==> config.mk <==
export PLATFORM = sky130hd
export DESIGN_NAME = rll27_stream_encoder
export DESIGN_NICKNAME = d
export VERILOG_FILES = /design/src/rtl/rll27_pkg.sv /design/src/rtl/rll27_parser.sv /design/src/rtl/rll27_stream_encoder.sv
export SDC_FILE = /design/constraint.sdc
export NUM_CORES = 1
export LEC_CHECK = 0
export BUFFER_PORTS_ARGS = -buffer_cell sky130_fd_sc_hd__clkbuf_2
export CAP_MARGIN = 20
export CORE_AREA = 2 2 79 81
export CTS_BUF_LIST = sky130_fd_sc_hd__clkbuf_4 sky130_fd_sc_hd__clkbuf_8
export DETAILED_ROUTE_END_ITERATION = 8
export DIE_AREA = 0 0 81 83
export PLACE_DENSITY = 0.55
export SLEW_MARGIN = 40
export SYNTH_ARGS = -nofsm -noshare
export SYNTH_HDL_FRONTEND = slang
export SYNTH_SLANG_ARGS = --single-unit
export TNS_END_PERCENT = 1
==> constraint.sdc <==
create_clock -name clk_i -period 3.1 [get_ports clk_i]
set_clock_uncertainty 0.15 [all_clocks]
set_input_delay 0.62 -clock clk_i [delete_from_list [all_inputs] [get_ports clk_i]]
set_output_delay 0.62 -clock clk_i [all_outputs]
set_load 0.1 [all_outputs]
==> src/rtl/rll27_pkg.sv <==
// Shared types and code table for the RLL(2,7) stream encoder.
// Code words are stored left-aligned in 8 bits; the length field says how many leading bits are real.
package rll27_pkg;

    localparam int MAX_CODE_LEN = 8;

    typedef enum logic [2:0] {
        P_IDLE = 3'd0,
        P_0    = 3'd1,
        P_1    = 3'd2,
        P_00   = 3'd3,
        P_01   = 3'd4,
        P_001  = 3'd5
    } parser_state_t;

    // Input word -> code word (left-aligned, MSB is the first code bit on the line)
    localparam logic [7:0] CODE_10   = 8'b0100_0000;
    localparam logic [7:0] CODE_11   = 8'b1000_0000;
    localparam logic [7:0] CODE_000  = 8'b0001_0000;
    localparam logic [7:0] CODE_010  = 8'b1001_0000;
    localparam logic [7:0] CODE_011  = 8'b0010_0000;
    localparam logic [7:0] CODE_0010 = 8'b0010_0100;
    localparam logic [7:0] CODE_0011 = 8'b0000_1000;

    localparam logic [3:0] LEN_SHORT = 4'd4;
    localparam logic [3:0] LEN_MID   = 4'd6;
    localparam logic [3:0] LEN_LONG  = 4'd8;

endpackage

==> src/rtl/rll27_parser.sv <==
// Prefix parser for the RLL(2,7) code: walks the input-word tree and emits a code word
// combinationally on the bit that completes a word.
module rll27_parser
    import rll27_pkg::*;
(
    input  logic       clk,
    input  logic       rst,
    input  logic       bit_valid,
    input  logic       bit_data,
    output logic       emit,
    output logic [7:0] code,
    output logic [3:0] code_len
);

    parser_state_t state;
    parser_state_t state_next;

    always_comb begin
        state_next = state;
        emit       = 1'b0;
        code       = '0;
        code_len   = '0;
        if (bit_valid) begin
            unique case (state)
                P_IDLE: state_next = bit_data ? P_1 : P_0;
                P_0:    state_next = bit_data ? P_01 : P_00;
                P_1: begin
                    emit       = 1'b1;
                    state_next = P_IDLE;
                    code       = bit_data ? CODE_11 : CODE_10;
                    code_len   = LEN_SHORT;
                end
                P_00: begin
                    if (bit_data) begin
                        state_next = P_001;
                    end else begin
                        emit       = 1'b1;
                        state_next = P_IDLE;
                        code       = CODE_000;
                        code_len   = LEN_MID;
                    end
                end
                P_01: begin
                    emit       = 1'b1;
                    state_next = P_IDLE;
                    code       = bit_data ? CODE_011 : CODE_010;
                    code_len   = LEN_MID;
                end
                P_001: begin
                    emit       = 1'b1;
                    state_next = P_IDLE;
                    code       = bit_data ? CODE_0011 : CODE_0010;
                    code_len   = LEN_LONG;
                end
                default: state_next = P_IDLE;
            endcase
        end
    end

    always_ff @(posedge clk or posedge rst) begin
        if (rst) begin
            state <= P_IDLE;
        end else begin
            state <= state_next;
        end
    end

endmodule

==> src/rtl/rll27_stream_encoder.sv <==
// RLL(2,7) stream encoder: serial NRZ in, OUT_W-bit code words out, valid/ready on both sides.
// Define RLL27_NRZI_EN to NRZI-map code bits before they are packed.
module rll27_stream_encoder
    import rll27_pkg::*;
#(
    parameter int OUT_W = 8
) (
    input  logic             clk_i,
    input  logic             arst_i,
    input  logic             data_i,
    input  logic             valid_i,
    output logic             ready_o,
    output logic [OUT_W-1:0] data_o,
    output logic             valid_o,
    input  logic             ready_i
);

    localparam int ACC_W = OUT_W + MAX_CODE_LEN;
    localparam int FW    = $clog2(ACC_W + 1);
    localparam logic [FW-1:0] OUT_W_F = FW'(OUT_W);

    // Handshake: a transfer happens on a rising edge where valid and ready are both high;
    // data_o is held unchanged while valid_o is high and ready_i is low.

    logic [ACC_W-1:0] acc;
    logic [ACC_W-1:0] acc_popped;
    logic [ACC_W-1:0] acc_next;
    logic [ACC_W-1:0] code_ext;
    logic [FW-1:0]    fill;
    logic [FW-1:0]    fill_rem;
    logic [FW-1:0]    fill_next;
    logic             accept;
    logic             pop;
    logic             emit;
    logic [7:0]       code;
    logic [7:0]       line_code;
    logic [3:0]       code_len;

    // Accepting only while fill <= OUT_W leaves room for a full 8-bit emit.
    assign ready_o = (fill <= OUT_W_F);
    assign accept  = valid_i & ready_o;
    assign pop     = (fill >= OUT_W_F) && (!valid_o || ready_i);

    rll27_parser u_parser (
        .clk       (clk_i),
        .rst       (arst_i),
        .bit_valid (accept),
        .bit_data  (data_i),
        .emit      (emit),
        .code      (code),
        .code_len  (code_len)
    );

`ifdef RLL27_NRZI_EN
    logic level;
    logic level_next;

    always_comb begin
        level_next = level;
        line_code  = '0;
        for (int i = 0; i < MAX_CODE_LEN; i++) begin
            if (i < int'(code_len)) begin
                level_next       = level_next ^ code[7-i];
                line_code[7-i]   = level_next;
            end
        end
    end

    always_ff @(posedge clk_i or posedge arst_i) begin
        if (arst_i) begin
            level <= 1'b0;
        end else if (emit) begin
            level <= level_next;
        end
    end
`else
    assign line_code = code;
`endif

    // Accumulator is left-aligned: oldest bit at acc[ACC_W-1], bits below fill are kept zero.
    always_comb begin
        acc_popped = pop ? (acc << OUT_W) : acc;
        fill_rem   = pop ? (fill - OUT_W_F) : fill;
        code_ext   = {line_code, {OUT_W{1'b0}}};
        acc_next   = acc_popped;
        fill_next  = fill_rem;
        if (emit) begin
            acc_next  = acc_popped | (code_ext >> fill_rem);
            fill_next = fill_rem + FW'(code_len);
        end
    end

    always_ff @(posedge clk_i or posedge arst_i) begin
        if (arst_i) begin
            acc  <= '0;
            fill <= '0;
        end else begin
            acc  <= acc_next;
            fill <= fill_next;
        end
    end

    always_ff @(posedge clk_i or posedge arst_i) begin
        if (arst_i) begin
            data_o  <= '0;
            valid_o <= 1'b0;
        end else if (pop) begin
            data_o  <= acc[ACC_W-1 -: OUT_W];
            valid_o <= 1'b1;
        end else if (valid_o && ready_i) begin
            valid_o <= 1'b0;
        end
    end

endmodule
* Yosys cells after proc, flatten, opt, wreduce, memory -nomap -nowiden *
Index checks and enable logic that the tools add are counted.

word-level totals
  register bits = 33
  logic and storage cells = 46
  output and inout bits = 10
  input bits = 5

cells by class
  shifts and indexed selects = 1
  equal/unequal tests = 5
  bitwise operators = 2
  muxes and demuxes = 22
  reduce and logical (&&, ||, !) cells = 7
  $add $sub $neg = 2
  magnitude comparators = 2

operator list
  operator                                                                              count
  16-bit two-way mux                                                                    2
  8-bit case mux with 4 select lines                                                    1
  8-bit two-way mux                                                                     3
  16-bit OR                                                                             1
  4-bit case mux with 4 select lines                                                    1
  16-bit by 5-bit >> shifter with 16-bit output                                         1
  5-bit two-way mux                                                                     3
  3-bit two-way mux                                                                     3
  3-bit case mux with 3 select lines                                                    1
  3-bit by 2-bit equality test with 1-bit output (second input constant)                2
  3-bit equality test (second input constant)                                           2
  6-bit two-way mux                                                                     1
  5-bit by 4-bit adder with 5-bit output                                                1
  5-bit by 4-bit greater-or-equal comparator with 1-bit output (second input constant)  1
  5-bit by 4-bit less-or-equal comparator with 1-bit output (second input constant)     1
  5-bit by 4-bit subtractor with 5-bit output (second input constant)                   1
  1-bit two-way mux                                                                     4
  4-bit two-way mux                                                                     1
  3-bit by 1-bit equality test with 1-bit output (second input constant)                1
  3-bit zero test                                                                       1
  3-bit OR reduction                                                                    1
  1-bit logical AND                                                                     2
  2-bit two-way mux                                                                     1
  1-bit case mux with 2 select lines                                                    1
  other kinds (4)                                                                       4

* Logic depth before layout (Yosys ltp) *
Gate-level depths: netlist of the first run.

  word-level depth = 7
  depth in mapped cells = 11
  gate-level depth less buffers = 10

* Modules after synthesis *
From an unflattened synthesis of the first run, not the netlist that was laid out.

second synthesis, totals
  cells, all modules = 239
  area total of the unflattened synthesis = 2229.6 µm²

modules (own cells, without submodules)
  module                cells an instance  seq. area each (µm²)  times used  area each (µm²)
  rll27_stream_encoder  192                750.7                 1           1866.8
  rll27_parser          47                 75.1                  1           362.8

* Worst setup path before layout of the first run *
OpenSTA, ideal clock, no wires.

  path kind = flip-flop to flip-flop
  start = register fill[4]
  end = register fill[2]
  clock period less this slack = 2.507 ns
  buffers on the path = 1
  cell stages (with the launch flop) = 10
  setup time = 0.125 ns
  required time = 2.825 ns
  setup slack = 0.593 ns
  arrival time = 2.232 ns
  path through = dfrtp_1 -> inv_1 -> ha_1 -> o21ai_2 -> o211ai_4 -> buf_4 -> nor2_1 -> ha_1 -> fa_1 -> mux2_2

between the ends
  word-level cells in the longest chain between the ends = 5
  elaborated cells between the ends (all ways) = 9
  classes of those cells = 1 x add/sub; 2 x order compare; 4 x mux; 1 x bitwise; 1 x reduce/logical

ends and longest elaborated chain
  element                                                                                                                                           RTL line                                                text
  from (decl)                                                                                                                                       rll27_stream_encoder.sv:29                              logic [FW-1:0] fill;
  from (signal assigned)                                                                                                                            rll27_stream_encoder.sv:99                              fill <= fill_next;
  5-bit by 4-bit less-or-equal comparator with 1-bit output / 5-bit by 4-bit greater-or-equal comparator with 1-bit output (equally long branches)  rll27_stream_encoder.sv:40, rll27_stream_encoder.sv:42
  1-bit AND / 1-bit logical AND (equally long branches)                                                                                             rll27_stream_encoder.sv:41, rll27_stream_encoder.sv:42
  4-bit two-way mux / 5-bit two-way mux (equally long branches)                                                                                     rll27_parser.sv:23, rll27_stream_encoder.sv:83
  5-bit by 4-bit adder with 5-bit output                                                                                                            rll27_stream_encoder.sv:89                              fill_next = fill_rem + FW'(code_len);
  5-bit two-way mux (*)                                                                                                                             rll27_stream_encoder.sv:87                              if (emit) begin

Every way passes the cells marked *; elsewhere a longest branch is shown, timed or not.
A chain may end at the register's enable or synchronous reset.

* Worst setup path in the final report of the first run *
  start = register fill[4]
  end = output port ready_o

between the ends
  word-level cells in the longest chain between the ends = 1

ends and longest elaborated chain
  element                                                    RTL line                    text
  5-bit by 4-bit less-or-equal comparator with 1-bit output  rll27_stream_encoder.sv:40  assign ready_o = (fill <= OUT_W_F);
  to (decl)                                                  rll27_stream_encoder.sv:12  output logic ready_o,

Every way passes these cells.

==> results of run 1 <==
==> sequential cells by signal, indices dropped and copies added (netlist names) <==
signal and count:
acc 16, data_o 8, fill 4, u_parser.state 3, valid_o 1
==> metal layers <==
metal  vias up  track usage [%]  share of wire, %
li1        782                -                 -
met1       712             18.4                48
met2        26             21.2                48
met3         5             2.93               3.5
met4         0             5.08               1.1
met5         -                0                 0
==> metrics by stage <==
step,total power (W),area (um^2)
6_report,0.00251,2200
4_1_cts,0.00254,2200
3_5_place_dp,0.00212,2080
5_1_grt,0.00270,2200
3_3_place_gp,0.00210,2080
2_1_floorplan,0.00193,1990
==> layout make-up <==
class	count	area, um^2	area share [%]
clock buffer	6	76.3	3.48
clock inverter	2	35.0	1.60
inverter	4	15.0	0.684
multi-input combinational	168	1070	48.6
sequential	32	801	36.5
tap	75	93.8	4.27
timing repair buffer	19	108	4.90
==> power breakdown <==
part	total [W]	switching [W]	internal, W
registers	0.000677	0.000121	0.000556
logic	0.00143	0.00103	0.000404
clock network	0.000402	0.000155	0.000247
total	0.00251	0.00130	0.00121
==> cells in the final DEF (no fill, tap or decap), drive strengths merged, types with 5 or more instances in the layout <==
| cell type | Yosys | final |
|---|---|---|
| clkbuf | 2 | 20 |
| nand2 | 45 | 45 |
| a21oi | 5 | 5 |
| o22ai | 7 | 7 |
| dfrtp | 32 | 32 |
| ha | 5 | 5 |
| nor2 | 28 | 28 |
| o21ai | 12 | 12 |
| nand3 | 5 | 5 |
| buf | 10 | 5 |
==> logic make-up (layout without fill, tap and decap cells) <==
| kind of cell | after synthesis | count (layout) | share of synthesized area (%) |
|---|---|---|---|
| AOI/OAI and AO/OA | 47 | 47 | 18.7 |
| DFF | 32 | 32 | 40.2 |
| xor gates and xnor gates | 6 | 6 | 3.58 |
| muxes | 3 | 3 | 1.57 |
| adders and majority gates | 6 | 6 | 4.15 |
| and+or+nand+nor | 106 | 106 | 25.6 |
| buffers and inverters | 17 | 31 | 6.22 |
==> worst register-to-register path, delay by kind of cell (launching register included) <==
family	cells	cell delay [ns]
AO/OA/AOI/OAI	4	0.74
buffers and inverters	1	0.21
adder cells (fa/ha/maj)	2	0.67
flip-flops	1	0.41
AND/OR/NAND/NOR	2	0.25
XOR/XNOR	1	0.11
==> path summary, 6_finish.rpt <==
kind | to
max | ready_o
min in group clk_i | data_o[0]
min reg2reg | data_o[0]
max reg2reg | fill[4]
min | data_o[0]
max in group asynchronous | acc[10]
==> impl_metrics.py, run 1 <==
metrics = {
    "clock_network": {
        "clockBufferDepth": 2,
        "htree_levels": 2,
        "cts-buffers-inserted": 5,
        "clock_latency_ns": 0.29,
        "cts.sinks": 32,
        "ctsRootBufferMaster": "clkbuf_8",
        "hold_buffers": 0,
        "tritoncts": "yes",
        "clk_pin_slew_worst_paths_ns": 0.07,
        "post_cts_resized": 0,
        "postCtsSetupBuffers": 0,
    },
    "timing": {
        "drv_slew": 0,
        "final.setup.tns_ns": 0,
        "fin_ws_ns": 0.380,
        "max-slew-margin-rel_pct": 57.5,
        "rsz0062_at_grt": "no",
        "hold_ws_ns": 0.244,
        "finalHoldViolCount": 0,
        "tightest_slew_ns": 0.638,
        "fin_crit_sh_pct": 87.7,
        "min_period_ns": 2.72,
        "fmax_mhz": 368,
        "final-setup-viol-count": 0,
    },
    "die": {
        "die_height_um": 83,
        "io_pins": 15,
        "rows": 28,
        "core_area_um2": 5820,
        "start_util_pct": 34.3,
        "die_area_um2": 6720,
        "die_x_um": 81,
    },
    "grt": {
        "grt_pass1_wl_mm": 7.15,
        "grtUsageTotal_pct": 13.6,
        "grt_pass1_vias": 1406,
        "grt_max_degree": 33,
        "overflow": 0,
        "antenna_found_initial": 0,
    },
    "worst_hold_path": {
        "hp-class": "input pin to asynchronous set/reset pin",
    },
    "drt": {
        "route.detailed.drc": 0,
        "firstDrtPassIters": 4,
        "detail_route.wl_per_cell_um": 13.5,
        "postRouteAntennaNets": 0,
        "via_per_inst": 4.98,
        "routed_wirelength_mm": 4.14,
        "vias": 1525,
        "drtIter0Drc": 80,
    },
    "synth": {
        "yosysMostFrequentCell": "nand2_1",
        "syn_inst": 217,
        "synth_cell_types": 58,
        "ys_ff_latch": 32,
        "yosys_most_used_dff": "dfrtp_1",
        "synth-edff-count": 0,
        "ys_warn_count": 0,
        "ys_top_cells_by_count": "nand2_1, dfrtp_1, nor2_1",
        "ys_seq_area_share_pct": 40.2,
        "synthArstFlopShare_pct": 100,
        "netlist_area_um2": 1990,
        "syn_nets": 228,
        "synth.area.top_cells": "dfrtp_1, nand2_1, nor2_1, ha_1, buf_6",
        "synth_top_cell_area_share_pct": 40.2,
        "synth_top_cell_by_area": "dfrtp_1",
        "avgSynthCellArea_um2": 9.18,
    },
    "cells_and_area": {
        "areaGrowthSynthToFinish_pct": 10.2,
        "fin_util_pct": 37.8,
        "fillers": 621,
        "layout-drive-gt1-share_pct": 17.7,
        "fin_nets": 241,
        "antennaDiodeCount": 0,
        "instances_no_fill": 306,
    },
    "placed_design": {
        "place.gp.congestion": 0.820,
        "dp.cells": 298,
        "dpl.hpwl_mm": 2.90,
        "pre_cts_ws_ns": 0.444,
        "io_buffer_count": 14,
    },
    "power_and_ir_drop": {
        "power_leakage_nw": 1.00,
        "vdd_ir_drop_max_v": 0.000401,
        "p_per_area_nw_per_um2": 1140,
    },
    "setup_path": {
        "crit_family": "buffers and inverters",
        "r2r-start": "fill[4]",
        "rrSetupSlack_ns": 0.44,
        "cp_max_fo": 6,
        "critPathBufInv": 2,
        "worstPathCellList": "inv_1 -> ha_1 -> o21a_1 -> clkbuf_2",
        "max_stage_delay_ns": 0.48,
        "ff2ff_path_depth": 10,
        "cp-end-kind": "output port",
        "cp.required_ns": 2.33,
        "critPathSlowestCell": "clkbuf_2",
        "arrival_ns": 1.95,
        "critPathLaunch": "fill[4]",
        "cp-start-kind": "register",
        "crit_type": "register to output port",
        "cp.depth": 4,
    },
    "run": {
        "max_cap_viol_count": 0,
    },
    "run_status": {
        "outcome": "complete, no violations",
    },
}
(Power assumes the default switching activity.)
==> run 2, diff against run 1 <==
- ABC_AREA: unset -> 1
- CORE_AREA: 2 2 79 81 -> 2 2 76 78
- DIE_AREA: 0 0 81 83 -> 0 0 78 80
- PLACE_DENSITY: 0.55 -> 0.56
==> run 2 against run 1 <==
Effect of this change: sequential share of layout area increased by 1.4 points; register-to-register slack improved by 0.36 ns; non-clock buffer count decreased by 3; cell area decreased by 3.6%; cell count increased by 6.9%; sequential power decreased by 0.9%; via count decreased by 1.4%; largest cell class unchanged.
==> impl_metrics.py, run 2 <==
metrics = {
    "cells_and_area": {
        "largest_reg_flops": 16,
        "top_register": "acc",
        "final_cell_mix": "nand2_1, nand3_1, dfrtp_1",
        "layout-drive-gt1-share_pct": 16.1,
        "fin_util_pct": 39.1,
        "antennaDiodeCount": 0,
        "reg.largest.list": "acc x16, data_o x8, fill x4",
        "layout_commonest_cell": "nand2_1",
        "fin_nets": 265,
        "multi_input_area_um2": 923,
        "areaGrowthSynthToFinish_pct": 13.6,
        "register_area_um2": 801,
        "fillers": 577,
        "final_area_um2": 2120,
    },
    "power_and_ir_drop": {
        "p_comb_share_pct": 51.6,
        "p_int_w": 0.00111,
        "p_sw_w": 0.00118,
        "switching_share_pct": 51.5,
        "power_frac_clock_pct": 19.2,
        "p_seq_share_pct": 29.2,
        "power_leakage_nw": 1.10,
        "vdd_ir_drop_max_v": 0.000682,
        "p_per_area_nw_per_um2": 1080,
    },
    "synth": {
        "yosys_most_used_dff": "dfrtp_1",
        "synthXorXnorAreaFrac_pct": 1.81,
        "ys_seq_area_share_pct": 43.0,
        "syn_nets": 249,
        "synth.area.mux_share_pct": 1.81,
        "ys_ff_latch": 32,
        "synth_fa_ha_area_share_pct": 4.43,
        "synth_top_family_by_area": "simple AND/OR/NAND/NOR gates",
        "synth_compound_area_share_pct": 8.87,
        "synth_top_cell_area_share_pct": 43.0,
        "ys_warn_count": 0,
        "ys_top_cells_by_count": "nand2_1, nand3_1, dfrtp_1",
        "synth.area.top_cells": "dfrtp_1, nand2_1, nand3_1, o21ai_0, inv_1",
        "synth_cell_types": 25,
        "yosysMostFrequentCell": "nand2_1",
        "netlist_area_um2": 1860,
        "synthSimpleGateAreaFrac_pct": 32.6,
        "synth_top_cell_by_area": "dfrtp_1",
        "avgSynthCellArea_um2": 7.83,
        "synth-edff-count": 0,
        "synthArstFlopShare_pct": 100,
        "syn_inst": 238,
    },
    "timing": {
        "drv_slew": 0,
        "rsz0062_at_grt": "no",
        "finalHoldViolCount": 0,
        "final.setup.tns_ns": 0,
        "min_period_ns": 2.53,
        "final-setup-viol-count": 0,
        "max-slew-margin-rel_pct": 64.0,
        "fin_crit_sh_pct": 81.5,
        "fmax_mhz": 396,
        "tightest_slew_ns": 0.542,
    },
    "drt": {
        "routed_wirelength_mm": 3.57,
        "via_per_inst": 4.60,
        "firstDrtPassIters": 4,
        "drtIter0Drc": 60,
        "postRouteAntennaNets": 0,
        "route.detailed.drc": 0,
        "vias": 1503,
        "detail_route.wl_per_cell_um": 10.9,
    },
    "grt": {
        "overflow": 0,
        "grt_pass1_vias": 1445,
        "grtUsageTotal_pct": 12.8,
        "antenna_found_initial": 0,
        "grt_pass1_wl_mm": 6.34,
        "grt_max_degree": 38,
    },
    "clock_network": {
        "tritoncts": "yes",
        "clockBufferDepth": 2,
        "ctsRootBufferMaster": "clkbuf_8",
        "clk_pin_slew_worst_paths_ns": 0.07,
        "cts-buffers-inserted": 5,
        "post_cts_resized": 0,
        "hold_buffers": 0,
        "clock_latency_ns": 0.28,
        "postCtsSetupBuffers": 0,
        "htree_levels": 2,
        "cts.sinks": 32,
    },
    "setup_path": {
        "crit_family": "buffers and inverters",
        "cp.depth": 5,
        "cp.required_ns": 2.33,
        "crit_type": "register to output port",
        "cp_max_fo": 5,
        "critPathLaunch": "fill[3]",
        "critPathBufInv": 2,
        "cp-start-kind": "register",
        "critPathSlowestCell": "clkbuf_2",
        "arrival_ns": 1.76,
        "r2r-start": "fill[3]",
        "max_stage_delay_ns": 0.49,
        "cp-end-kind": "output port",
        "ff2ff_path_depth": 10,
        "worstPathCellList": "ha_1 -> inv_1 -> nand2_1 -> nand2_1 -> clkbuf_2",
        "crit_top_cell": "nand2_1",
    },
    "die": {
        "core_area_um2": 5410,
        "die_x_um": 78,
        "die_height_um": 80,
        "rows": 27,
        "start_util_pct": 34.5,
        "io_pins": 15,
        "die_area_um2": 6240,
    },
    "placed_design": {
        "io_buffer_count": 14,
        "place.gp.congestion": 0.871,
        "placed_area_um2": 1990,
        "dpl.hpwl_mm": 2.63,
    },
    "worst_hold_path": {
        "hp-class": "input pin to asynchronous set/reset pin",
    },
    "run": {
        "max_cap_viol_count": 0,
    },
    "run_status": {
        "outcome": "complete, no violations",
    },
}
==> run 2: logic make-up after synthesis <==
group,after synthesis
compound gates,29
buf+inv,31
flops,32
fa+ha+maj,6
mux,3
simple gates,134
xor+xnor,3
==> run 2: layout make-up <==
| type | instances | area share, % |
|---|---|---|
| repair buffers | 16 | 4.02 |
| flip-flops and latches | 32 | 37.8 |
| multi-input cells | 175 | 43.6 |
| well taps | 72 | 4.26 |
| clock inverters | 1 | 1.42 |
| clock buffers | 7 | 4.55 |
| inverters | 24 | 4.26 |
==> run 2: through the flow <==
| stage | setup WS (ns) | power, W | cells | hold WS (ns) |
|---|---|---|---|---|
| 2_1_floorplan | 0.260 | 0.00170 | 238 | 0.294 |
| 3_3_place_gp | 0.816 | 0.00186 | 319 | 0.306 |
| 5_1_grt | 0.452 | 0.00248 | 327 | 0.304 |
| 4_1_cts | 0.541 | 0.00232 | 327 | 0.264 |
| 6_report | 0.574 | 0.00229 | 327 | 0.249 |
| 3_5_place_dp | 0.780 | 0.00187 | 319 | 0.311 |
==> run 2: final timing paths <==
kind	slack, ns	endpoint
max in group asynchronous	2.26	fill[2]
worst min-delay path	0.25	data_o[7]
min in group clk_i	0.33	acc[4]
worst min register to register	0.33	acc[4]
worst max register to register	0.80	fill[2]
worst max-delay path	0.57	ready_o
==> run 2: layer usage <==
metal  vias to the layer above  track usage, %  wire length (um)
met2                        28            20.3              1610
li1                        800               -                 -
met4                         0            5.09                42
met3                         4            2.83               142
met5                         -               0                 0
met1                       671            16.9              1770
==> run 2: power groups by stage <==
| stage | registers, W | clock network, W | logic (W) |
|---|---|---|---|
| 4_1_cts | 0.000671 | 0.000456 | 0.00120 |
| 3_5_place_dp | 0.000679 | 0 | 0.00119 |
| 3_3_place_gp | 0.000675 | 0 | 0.00118 |
| 5_1_grt | 0.000692 | 0.000475 | 0.00131 |
| 2_1_floorplan | 0.000959 | 0 | 0.000742 |
| 6_report | 0.000671 | 0.000440 | 0.00118 |
==> run 2: worst min-delay path: stages <==
cell and delay, ns:
clkbuf_2 0.08, inv_1 0.04, buf_4 0.36
